## src/rtl/opex_stage_pkg.sv

```systemverilog
// ---------------------------------------------------------------------------
// p_hardisc : types and index constants shared across the core pipeline.
//   rf_add  - register-file address
//   ictrl   - instruction control vector (all-zero encodes a NOP)
//   f_part  - function/funct3 part of the instruction
//   OPEX_FWD_* - bit positions inside the OP->EX forwarding flag vector
// ---------------------------------------------------------------------------
package p_hardisc;

    typedef logic [4:0] rf_add;
    typedef logic [6:0] ictrl;
    typedef logic [2:0] f_part;

    localparam int ICTRL_UNIT_ALU = 0;
    localparam int ICTRL_UNIT_BRU = 1;
    localparam int ICTRL_UNIT_LSU = 2;
    localparam int ICTRL_UNIT_CSR = 3;
    localparam int ICTRL_UNIT_MDU = 4;
    localparam int ICTRL_REG_DEST = 5;
    localparam int ICTRL_RVC      = 6;

    localparam int OPEX_FWD_OP1_MA = 0;
    localparam int OPEX_FWD_OP2_MA = 1;
    localparam int OPEX_FWD_OP1_WB = 2;
    localparam int OPEX_FWD_OP2_WB = 3;

    // Even parity bit: set when the word holds an odd number of ones,
    // so word + parity bit always carries an even count.
    function automatic logic even_parity(input logic [31:0] w);
        return ^w;
    endfunction

endpackage

```

## src/rtl/opex_stage_fwd_mux.sv

```systemverilog
// ---------------------------------------------------------------------------
// opex_fwd_mux : resolves one EX operand from the stored value or a
// forwarded MA/WB result. MA is the younger result and wins over WB.
//   s_stored_i  in  32  operand held in the OP/EX register
//   s_ma_i      in  32  current MA-stage result
//   s_wb_i      in  32  current WB-stage result
//   s_sel_ma_i  in  1   take MA result
//   s_sel_wb_i  in  1   take WB result (ignored when s_sel_ma_i is set)
//   s_res_o     out 32  resolved operand
// ---------------------------------------------------------------------------
module opex_fwd_mux (
    input  logic [31:0] s_stored_i,
    input  logic [31:0] s_ma_i,
    input  logic [31:0] s_wb_i,
    input  logic        s_sel_ma_i,
    input  logic        s_sel_wb_i,
    output logic [31:0] s_res_o
);

    always_comb begin
        if (s_sel_ma_i)
            s_res_o = s_ma_i;
        else if (s_sel_wb_i)
            s_res_o = s_wb_i;
        else
            s_res_o = s_stored_i;
    end

endmodule

```

## src/rtl/opex_stage.sv

```systemverilog
// ---------------------------------------------------------------------------
// opex_stage : OP->EX pipeline register with late operand forwarding.
// Operands are resolved combinationally from the stored values and the live
// MA/WB results. On the first stall cycle the resolved operands are written
// back and the forwarding flags cleared, so results moving on during a stall
// cannot corrupt the held operands.
//
// Ports:
//   s_clk_i, s_reset_i                clock, synchronous active-high reset
//   s_stall_i, s_flush_i, s_bubble_i  hold / kill / insert-NOP controls
//   s_operand1_i, s_operand2_i        operands from OP
//   s_fwd_i                           forwarding flags (OPEX_FWD_* indices)
//   s_rd_i, s_ictrl_i, s_f_i, s_payload_i  OP instruction fields
//   s_exma_val_i, s_mawb_val_i        current MA / WB results
//   s_opex_op1_o, s_opex_op2_o        resolved EX operands
//   s_opex_rd_o, s_opex_ictrl_o, s_opex_f_o, s_opex_payload_o  registered fields
//   s_opex_valid_o                    EX holds a real instruction
//   s_opex_perr_o                     operand parity error (OPEX_PARITY_EN only)
//
// Build option: define OPEX_PARITY_EN to add one even-parity bit per stored
// operand and the s_opex_perr_o output.
// ---------------------------------------------------------------------------
module opex_stage
    import p_hardisc::*;
(
    input  logic        s_clk_i,
    input  logic        s_reset_i,
    input  logic        s_stall_i,
    input  logic        s_flush_i,
    input  logic        s_bubble_i,
    input  logic [31:0] s_operand1_i,
    input  logic [31:0] s_operand2_i,
    input  logic [3:0]  s_fwd_i,
    input  rf_add       s_rd_i,
    input  ictrl        s_ictrl_i,
    input  f_part       s_f_i,
    input  logic [20:0] s_payload_i,
    input  logic [31:0] s_exma_val_i,
    input  logic [31:0] s_mawb_val_i,
    output logic [31:0] s_opex_op1_o,
    output logic [31:0] s_opex_op2_o,
    output rf_add       s_opex_rd_o,
    output ictrl        s_opex_ictrl_o,
    output f_part       s_opex_f_o,
    output logic [20:0] s_opex_payload_o,
`ifdef OPEX_PARITY_EN
    output logic        s_opex_perr_o,
`endif
    output logic        s_opex_valid_o
);

    logic        valid_q, valid_d;
    rf_add       rd_q, rd_d;
    ictrl        ictrl_q, ictrl_d;
    f_part       f_q, f_d;
    logic [20:0] payload_q, payload_d;
    logic [3:0]  fwd_q, fwd_d;
    logic [31:0] op1_q, op1_d;
    logic [31:0] op2_q, op2_d;
    logic [31:0] op1_res, op2_res;

    opex_fwd_mux u_fwd_op1 (
        .s_stored_i (op1_q),
        .s_ma_i     (s_exma_val_i),
        .s_wb_i     (s_mawb_val_i),
        .s_sel_ma_i (fwd_q[OPEX_FWD_OP1_MA]),
        .s_sel_wb_i (fwd_q[OPEX_FWD_OP1_WB]),
        .s_res_o    (op1_res)
    );

    opex_fwd_mux u_fwd_op2 (
        .s_stored_i (op2_q),
        .s_ma_i     (s_exma_val_i),
        .s_wb_i     (s_mawb_val_i),
        .s_sel_ma_i (fwd_q[OPEX_FWD_OP2_MA]),
        .s_sel_wb_i (fwd_q[OPEX_FWD_OP2_WB]),
        .s_res_o    (op2_res)
    );

    always_comb begin
        valid_d   = valid_q;
        rd_d      = rd_q;
        ictrl_d   = ictrl_q;
        f_d       = f_q;
        payload_d = payload_q;
        fwd_d     = fwd_q;
        op1_d     = op1_q;
        op2_d     = op2_q;
        if (s_flush_i || (!s_stall_i && s_bubble_i)) begin
            // Flush beats stall; flush and bubble both leave a clean NOP.
            valid_d   = 1'b0;
            rd_d      = '0;
            ictrl_d   = '0;
            f_d       = '0;
            payload_d = '0;
            fwd_d     = '0;
            op1_d     = '0;
            op2_d     = '0;
        end else if (s_stall_i) begin
            // Only the first stall cycle has flags set; capture the
            // forwarded values then and hold bit-exact afterwards.
            if (fwd_q != 4'b0000) begin
                op1_d = op1_res;
                op2_d = op2_res;
                fwd_d = '0;
            end
        end else begin
            valid_d   = 1'b1;
            rd_d      = s_rd_i;
            ictrl_d   = s_ictrl_i;
            f_d       = s_f_i;
            payload_d = s_payload_i;
            fwd_d     = s_fwd_i;
            op1_d     = s_operand1_i;
            op2_d     = s_operand2_i;
        end
    end

    always_ff @(posedge s_clk_i) begin
        if (s_reset_i) begin
            valid_q   <= 1'b0;
            rd_q      <= '0;
            ictrl_q   <= '0;
            f_q       <= '0;
            payload_q <= '0;
            fwd_q     <= '0;
            op1_q     <= '0;
            op2_q     <= '0;
        end else begin
            valid_q   <= valid_d;
            rd_q      <= rd_d;
            ictrl_q   <= ictrl_d;
            f_q       <= f_d;
            payload_q <= payload_d;
            fwd_q     <= fwd_d;
            op1_q     <= op1_d;
            op2_q     <= op2_d;
        end
    end

`ifdef OPEX_PARITY_EN
    logic par1_q, par2_q;
    logic op_wr;

    // Parity follows every operand-register write; holds keep the old bit
    // so a corrupted stored operand stays detectable.
    assign op_wr = s_flush_i || !s_stall_i || (fwd_q != 4'b0000);

    always_ff @(posedge s_clk_i) begin
        if (s_reset_i) begin
            par1_q <= 1'b0;
            par2_q <= 1'b0;
        end else if (op_wr) begin
            par1_q <= even_parity(op1_d);
            par2_q <= even_parity(op2_d);
        end
    end

    assign s_opex_perr_o = valid_q &&
                           ((even_parity(op1_q) != par1_q) ||
                            (even_parity(op2_q) != par2_q));
`endif

    assign s_opex_op1_o     = op1_res;
    assign s_opex_op2_o     = op2_res;
    assign s_opex_rd_o      = rd_q;
    assign s_opex_ictrl_o   = ictrl_q;
    assign s_opex_f_o       = f_q;
    assign s_opex_payload_o = payload_q;
    assign s_opex_valid_o   = valid_q;

endmodule
```

## config.mk

```make
export PLATFORM = sky130hd
export DESIGN_NAME = opex_stage
export DESIGN_NICKNAME = d
export VERILOG_FILES = /design/src/rtl/opex_stage_pkg.sv /design/src/rtl/opex_stage_fwd_mux.sv /design/src/rtl/opex_stage.sv
export SDC_FILE = /design/constraint.sdc
export NUM_CORES = 1
export LEC_CHECK = 0
export CAP_MARGIN = 10
export CORE_MARGIN = 3
export CORE_UTILIZATION = 43
export CTS_CLUSTER_SIZE = 25
export DETAILED_ROUTE_END_ITERATION = 8
export PLACE_DENSITY = 0.95
export SLEW_MARGIN = 10
export SYNTH_ARGS = -nofsm -noshare
export SYNTH_HDL_FRONTEND = slang
export SYNTH_SLANG_ARGS = --single-unit
```

## constraint.sdc

```tcl
create_clock -name s_clk_i -period 4 [get_ports s_clk_i]
set_input_delay 0.8 -clock s_clk_i [delete_from_list [all_inputs] [get_ports s_clk_i]]
set_output_delay 0.8 -clock s_clk_i [all_outputs]
set_load 0.02 [all_outputs]
```

==> results.md, run 1 <==
* Status: complete, no violations
* DR vias/cell at 5.82
* Dpl hpwl at 13,100 µm
* Overflow after GRT at 0
* Max Cap Viol at 0
* Avg WL per Cell at 20.9 µm
* Maximum VDD drop at 0.000216 V
* P_int at 1.83 mW
* Cts bufs inserted at 9
* Fillcell total at 882
* WS Path Type: reg2out
* Antenna viol nets, final at 0
* Library cells used by synthesis at 21
* Met2 WL at 9530 µm
* Post-Syn Nets at 672
* Num ports at 274
* Clock buffer depth at 2
* H-tree depth at 3
* DRC at 0
* Vias in the first global route at 5,612
* Clock sinks at 105
* Worst min-delay path class: reg2reg
* Largest net degree at the start of global routing at 65
* Clock Root Buffer: clkbuf_16
* Fmax at 296 MHz
* Net Sw Frac at 26.2%
* Hold Violations, Final at 0
* Slew of the pin with the lowest slew margin at 1050 ps
* Critical path fanouts, max at 17
* GRT Overall Usage at 26.6%
* First-pass GRT wire length at 29,700 µm
* Initial antenna violation count at 0
* Clock network latency to the later pin of the worst-skew pair at 340 ps
* Clock power share at 32.9%
* Seq/Total Area, Yosys at 39.4%
* Unrepaired setup endpoints after global routing: false
* Top Layer Used: met4
* Input/output buffers at 273
* Chip Width at 117 µm
* M1 wire length at 7230 µm
* Register area at 2110 µm²
* Logic pwr share at 22.9%
* #FFs+latches synth at 105
* WL met3 at 1520 µm
* Post-place instance area at 8070 µm²
* Startpoint types: flip-flop
* Syn Std Cell Area at 5340 µm²
* Die Span Y at 117 µm
* Worst clock skew at 6.33 ps
* Initial Util at 44.3%
* CTS tree: built
* Syn Area/Cell at 10.7 µm²
* Routability congestion estimate at 0.799
* Worst EP arrival at 2570 ps
* WL final at 19,100 µm
* Total setup buffers inserted after CTS at 0
* Drt first-iter violations at 630
* Row count at 40
* Final period util at 84.3%
* Power density over the cells at 297 nW/µm²
* Cells after synthesis at 499
* Synth-to-Final Area Change at 56.2%
* Post-route cell area at 8350 µm²
* Total negative slack at 0 ps
* Die Area at 13,800 µm²
* Required time of the critical path at 3200 ps
* Pleak at 3.22 nW
* Slew headroom at 29.7%
* First drt pass iteration count at 8
* Core footprint at 12,100 µm²
* Switching Power at 0.650 mW
* Cts repair resizes at 0
* Via count at 5,308
* Hold_buf cts at 0
* Nets@finish at 912
* Final min period at 3370 ps
* Layout cells sized above 1 at 21.0%
* Multi-input logic area at 2930 µm²
* Max-slew violation count at 0
* Antenna Cells at 0
* Kind of end point of the critical path: primary output
* CTS clk-pin slew, worst paths at 70 ps
* Seq pwr share at 44.2%
* Setup violators final at 0
* Synth Warn # at 0
## worst max-delay path: stages, from the launching register on
cell and delay, ps:
dfxtp_2 670, buf_4 350, mux2_2 390, mux2_2 280, clkdlybuf4s50_1 540
## final cells by class
cell class / count / share of cell area (%)
Multi-Input combinational cell: 338 / 35.2
Timing Repair Buffer: 283 / 33.7
Sequential cell: 105 / 25.2
Clock buffer: 9 / 2.70
Tap cell: 168 / 2.52
Clock inverter: 7 / 0.555
Inverter: 2 / 0.0900
## synth_stat cells (all sizes together)
master | instances | share of area [%]
mux2 | 128 | 28
nor2 | 100 | 7.0
nor3b | 4 | 0.56
a21oi | 1 | 0.094
nor2b | 1 | 0.12
a211o | 1 | 0.16
clkbuf | 34 | 2.4
inv | 2 | 0.14
dfxtp | 105 | 39
buf | 20 | 3.3
mux2i | 36 | 6.7
and2 | 2 | 0.23
and2b | 1 | 0.14
a222oi | 64 | 12
## flip-flops by register name, indices dropped and copies added, names as in the netlist
name	count
fwd_q	4
s_opex_payload_o	21
op1_q	32
s_opex_valid_o	1
s_opex_ictrl_o	7
s_opex_rd_o	5
s_opex_f_o	3
op2_q	32
## metal layers
metal / vias to the layer above / GRT usage, %
met4: 0 / 13.5
li1: 2373 / -
met3: 58 / 6.97
met2: 309 / 47.1
met5: - / 0
met1: 2568 / 29.3
## worst paths after layout
kind                  start          endpoint  slack, ps  cells after the start
min reg2reg  s_opex_valid_o    s_opex_valid_o        470                      2
max                fwd_q[3]  s_opex_op2_o[22]        630                      4
max reg2reg        fwd_q[0]         op1_q[22]       1860                      4
min          s_opex_valid_o    s_opex_valid_o        470                      2
## placed cells by master (no fill, tap or decap), types with 2 or more instances in the layout
master / n
a222oi_1: 64
and2_1: 2
buf_4: 9
clkbuf_16: 9
clkdlybuf4s50_1: 272
clkinv_2: 3
clkinvlp_4: 3
dfxtp_1: 101
dfxtp_2: 4
mux2_1: 6
mux2_2: 112
mux2_4: 10
mux2i_1: 36
nor2_1: 100
nor3b_1: 4
## power by group through the flow
stage | registers, mW | logic, mW | clock network, mW
6_report | 1.10 | 0.568 | 0.817
2_1_floorplan | 1.12 | 0.254 | 0
5_1_grt | 1.10 | 0.600 | 0.885
4_1_cts | 1.10 | 0.568 | 0.841
3_3_place_gp | 1.12 | 0.548 | 0
3_5_place_dp | 1.12 | 0.564 | 0
## through the flow
stage	std cells	hold WS (ps)	power, mW	setup WS (ps)	utilization, %
finish	912	468	2.48	626	69.2
global route	912	507	2.58	560	69.2
CTS	912	476	2.51	610	69.2
detailed placement	896	465	1.68	817	66.9
global placement	896	437	1.67	838	66.9
floorplan	499	526	1.37	1790	-
## cells by family after synthesis
group | after synthesis | share of synthesized area [%]
multiplexers | 164 | 34.4
AND/OR/NAND/NOR | 108 | 8.08
flip-flops | 105 | 39.4
AO/OA/AOI/OAI | 66 | 12.3
buffers and inverters | 56 | 5.88
(Power assumes the default switching activity.)
==> run 2: changes to the inputs <==
CORE_UTILIZATION = 40   (was 43)
PLACE_DENSITY = 0.9   (was 0.95)
clock period = 3.5 ns   (was 4 ns; I/O delays follow)
==> results.md, run 2 (same netlist as run 1, synthesis figures left out) <==
* Kind of end point of the critical path: primary output
* Seq pwr share at 41.3%
* DRC at 0
* Logic pwr share at 21.5%
* DR vias/cell at 5.66
* Die Area at 14,800 µm²
* Initial Util at 41.6%
* Fmax at 319 MHz
* Worst Slack Setup Final at 362 ps
* Total negative slack at 0 ps
* GRT Overall Usage at 24.2%
* Post-place instance area at 8100 µm²
* Switching Power at 0.772 mW
* Cts repair resizes at 0
* Die Span Y at 122 µm
* Slew headroom at 28.0%
* Cts bufs inserted at 9
* Fillcell total at 976
* P_int at 2.25 mW
* Antenna viol nets, final at 0
* Worst clock skew at 13.8 ps
* Required time of the critical path at 2800 ps
* Startpoint types: flip-flop
* Layout cells sized above 1 at 20.9%
* Post-route cell area at 8440 µm²
* Total setup buffers inserted after CTS at 0
* Maximum VDD drop at 0.000266 V
* Register area at 2110 µm²
* Chip Width at 122 µm
* Worst R2R Path Depth at 4
* Initial antenna violation count at 0
* Largest net degree at the start of global routing at 106
* Dpl hpwl at 13,200 µm
* Via count at 5,178
* Clock power share at 37.2%
* Core footprint at 12,800 µm²
* Worst R2R End: op2_q[25]
* Pleak at 3.25 nW
* Routability congestion estimate at 0.837
* Commonest non-fill, non-tap cell in the layout: clkdlybuf4s50_1
* Final total power at 3.03 mW
* Pre-CTS setup slack at 526 ps
* Nets@finish at 911
* Crit path to: s_opex_op2_o[31]
* First-pass GRT wire length at 28,200 µm
* Vias in the first global route at 5,460
* Final period util at 89.7%
* Avg WL per Cell at 20.6 µm
* Clock buffer depth at 2
* Clock network latency to the later pin of the worst-skew pair at 350 ps
* WS Path Type: reg2out
* Setup violators final at 0
* Max Cap Viol at 0
* WL final at 18,900 µm
* Drt first-iter violations at 496
* Multi-input logic area at 2940 µm²
* Clock sinks at 105
* Worst EP arrival at 2440 ps
* Worst Setup SP: fwd_q[3]
* Unrepaired setup endpoints after global routing: false
* Synth-to-Final Area Change at 58.0%
* Power density over the cells at 359 nW/µm²
* Row count at 41
* Commonest non-fill, non-tap cells in the layout: clkdlybuf4s50_1, mux2_2, dfxtp_1, nor2_1, a222oi_1
* First drt pass iteration count at 6
* Overflow after GRT at 0
* Max-slew violation count at 0
* Hold_buf cts at 0
* Slew of the pin with the lowest slew margin at 1080 ps
* Net Sw Frac at 25.5%
* Final min period at 3140 ps
* Hold Violations, Final at 0
* H-tree depth at 3
* Antenna Cells at 0
* Critical path fanouts, max at 19
* CTS tree: built
* Worst reg2reg setup slack at 940 ps
* Num ports at 274
* Reg2reg start: fwd_q[1]
* Clock Root Buffer: clkbuf_16
* Input/output buffers at 273
* CTS clk-pin slew, worst paths at 70 ps
* Status: complete, no violations
* Worst min-delay path class: reg2reg
-- run 2: cell count changes in the layout (fill, tap and decap cells not counted), sizes merged --
cell / previous run / this run
clkinvlp: 3 / 1
clkinv: 3 / 0
bufinv: 0 / 2
inv: 3 / 6
buf: 11 / 10
-- run 2: how the worst min path moves through the flow --
stage | from | cells past startpoint | endpoint
floorplan | s_opex_valid_o | 2 | s_opex_valid_o
global placement | s_opex_valid_o | 2 | s_opex_valid_o
detailed placement | s_opex_valid_o | 2 | s_opex_valid_o
CTS | s_opex_valid_o | 2 | s_opex_valid_o
global route | s_opex_valid_o | 2 | s_opex_valid_o
finish | s_opex_valid_o | 2 | s_opex_valid_o
-- run 2: per-stage QoR --
step | hold slack [ps] | std cells | utilization [%]
after floorplan | 526 | 499 | -
after global placement | 437 | 899 | 63.2
after detailed placement | 444 | 899 | 63.2
after CTS | 458 | 915 | 65.8
after global routing | 498 | 915 | 65.8
final | 455 | 915 | 65.8
-- run 2: cell type report --
class / count / area share, %
Clock buffer: 9 / 2.67
Clock inverter: 7 / 1.28
Inverter: 2 / 0.0890
Multi-Input combinational cell: 338 / 34.9
Sequential cell: 105 / 25.0
Tap cell: 172 / 2.55
Timing Repair Buffer: 282 / 33.6
-- run 2: power groups by stage --
| stage | Sequential [mW] | Combinational [mW] | Clock, mW |
|---|---|---|---|
| after floorplan | 1.28 | 0.291 | 0 |
| after global placement | 1.28 | 0.630 | 0 |
| after detailed placement | 1.28 | 0.646 | 0 |
| after CTS | 1.25 | 0.651 | 1.14 |
| after global routing | 1.25 | 0.688 | 1.19 |
| final | 1.25 | 0.650 | 1.13 |
-- run 2: worst max-delay path, cell delays in order (launching register included) --
cell	delay [ps]
dfxtp_2	630
buf_12	250
mux2_2	360
mux2_2	270
clkdlybuf4s50_1	570
-- run 2: layer usage --
layer | track usage, % | wire (µm) | vias to the layer above
met5 | 0 | 0 | -
li1 | - | - | 2368
met3 | 7.80 | 1670 | 34
met2 | 44.4 | 9810 | 262
met4 | 7.14 | 388 | 0
met1 | 26.5 | 7010 | 2514
==> RTL change: new RTL, flow settings as in run 2 <==
Add a define of `OPEX_PARITY_EN`.
--- a/src/rtl/opex_stage.sv
+++ b/src/rtl/opex_stage.sv
@@ -20,6 +20,8 @@
 // Build option: define OPEX_PARITY_EN to add one even-parity bit per stored
 // operand and the s_opex_perr_o output.
 // ---------------------------------------------------------------------------
+`define OPEX_PARITY_EN
+
 module opex_stage
     import p_hardisc::*;
 (
Check against the original RTL (old outputs only; new: s_opex_perr_o): equivalent (Yosys induction, for registers that start in step).
==> RTL change against run 2 <==
Sequential cell count increased by 2. Combinational power is 91% higher. Design area rose by 17%. Power up 16%. Synthesized cell count increased by 24%. Routed wire length is 9.6% higher. Sequential power up 5%. Synthesized area up 26%. Setup slack got worse by 0.12 ns. Highest routed layer unchanged.
==> RTL change: results <==
{
  "drive_above_1_share_pct": 21.18,
  "io_buffers": 274,
  "whs_ns": 0.4975,
  "cts-buffers-inserted": 9,
  "buf_share_pct": 28.86,
  "multi_input_area_um2": 4339,
  "swShare_pct": 30.04,
  "multi_input_cells": 469,
  "critPathMaxFanout": 2,
  "seq_cell_count": 107,
  "synth_compound_area_share_pct": 0.4840,
  "synth_edf_count": 0,
  "yosys.cell_types.count": 25,
  "synth_mux_area_share_pct": 40.73,
  "dp_cells": 1078,
  "report.final.slew_viol_count": 0,
  "place.gp.congestion": 0.8153,
  "first_global_vias": 5787,
  "synth-seq-area-share_pct": 31.87,
  "synth_area_leaders": "dfxtp_1, xnor2_1, mux2_2, mux2i_1, mux2_4",
  "async_reset_ff_share_pct": 0,
  "status": "completed",
  "dpl_cell_area_um2": 9620,
  "taps": 216,
  "r2r_end": "par1_q$_SDFFE_PP0P_",
  "vias": 5361,
  "synth_nets": 790,
  "yosys_warnings": 0,
  "synth-xor-area-share_pct": 16.75,
  "final_area_um2": 9898,
  "pre_cts_ws_ns": 0.3825,
  "n_fill_cell": 1319,
  "reg2regPathDepth": 10,
  "p_leak_nw": 3.823,
  "first_pass_iters": 4,
  "r2r_slack_ns": 0.52,
  "cp_top_family": "XOR/XNOR gates",
  "vdd_ir_drop_max_mv": 0.2086,
  "grt_max_degree": 42,
  "dp.final_hpwl_mm": 16.20,
  "buffers": 284,
  "skew_ns": 0.006567,
  "final-seq-area_um2": 2147,
  "slowest_stage": "clkdlybuf4s50_1",
  "clock_area_share_pct": 2.806,
  "final_nets": 1046,
  "reg2reg_from": "fwd_q[2]$_SDFFE_PP0P_",
  "wl_per_cell_um": 18.91,
  "track_usage_pct": 21.97,
  "drtIter0Drc": 203,
  "grt_pass1_wl_mm": 31.22,
  "clock_path_buffers": 2,
  "viasPerCell": 4.900,
  "yosys-top-cells-count": "xnor2_1, dfxtp_1, nor2_1",
  "syn_area_per_cell_um2": 10.89,
  "worstMarginPinSlew_ns": 1.048,
  "cts.repair.resized": 0,
  "arrival_ns": 2.55
}
## RTL change: worst reg2reg max path, cell delays in order, from the launching register on
cell,delay [ns]
dfxtp_2,0.62
buf_12,0.28
mux2_2,0.38
mux2_2,0.29
mux2i_1,0.28
xor2_1,0.21
xnor2_1,0.11
xnor2_1,0.28
xnor2_1,0.19
xnor2_1,0.15
o21ai_1,0.09
## RTL change: how the worst max path moves through the flow
| stage | start | end | cells after the start | slack [ns] |
|---|---|---|---|---|
| global route | op1_q[16]$_SDFF_PP0_ | s_opex_perr_o | 8 | 0.06 |
| detailed placement | s_mawb_val_i[31] | par1_q$_SDFFE_PP0P_ | 10 | 0.38 |
| CTS | op1_q[16]$_SDFF_PP0_ | s_opex_perr_o | 8 | 0.18 |
| finish | op1_q[16]$_SDFF_PP0_ | s_opex_perr_o | 8 | 0.25 |
| global placement | s_mawb_val_i[16] | par2_q$_SDFFE_PP0P_ | 10 | 0.42 |
| floorplan | s_mawb_val_i[17] | par1_q$_SDFFE_PP0P_ | 9 | 1.05 |
## RTL change: power groups by stage
stage / clock (mW) / sequential [mW] / combinational, mW
floorplan: 0 / 1.33 / 0.797
global placement: 0 / 1.34 / 1.24
CTS: 0.989 / 1.31 / 1.26
finish: 0.960 / 1.31 / 1.24
detailed placement: 0 / 1.34 / 1.25
global route: 1.04 / 1.32 / 1.34
## RTL change: routing by layer
layer / routed length [µm] / global-route usage [%]
met3: 1672 / 6.129
met5: 0 / 0
met4: 408 / 6.775
met2: 10270 / 39.16
met1: 8333 / 25.55
## RTL change: logic make-up after synthesis
kind of cell           after synthesis
AO/OA/AOI/OAI                        6
flip-flops                         107
multiplexers                       228
AND/OR/NAND/NOR                    109
buffers and inverters               41
XOR/XNOR                           126
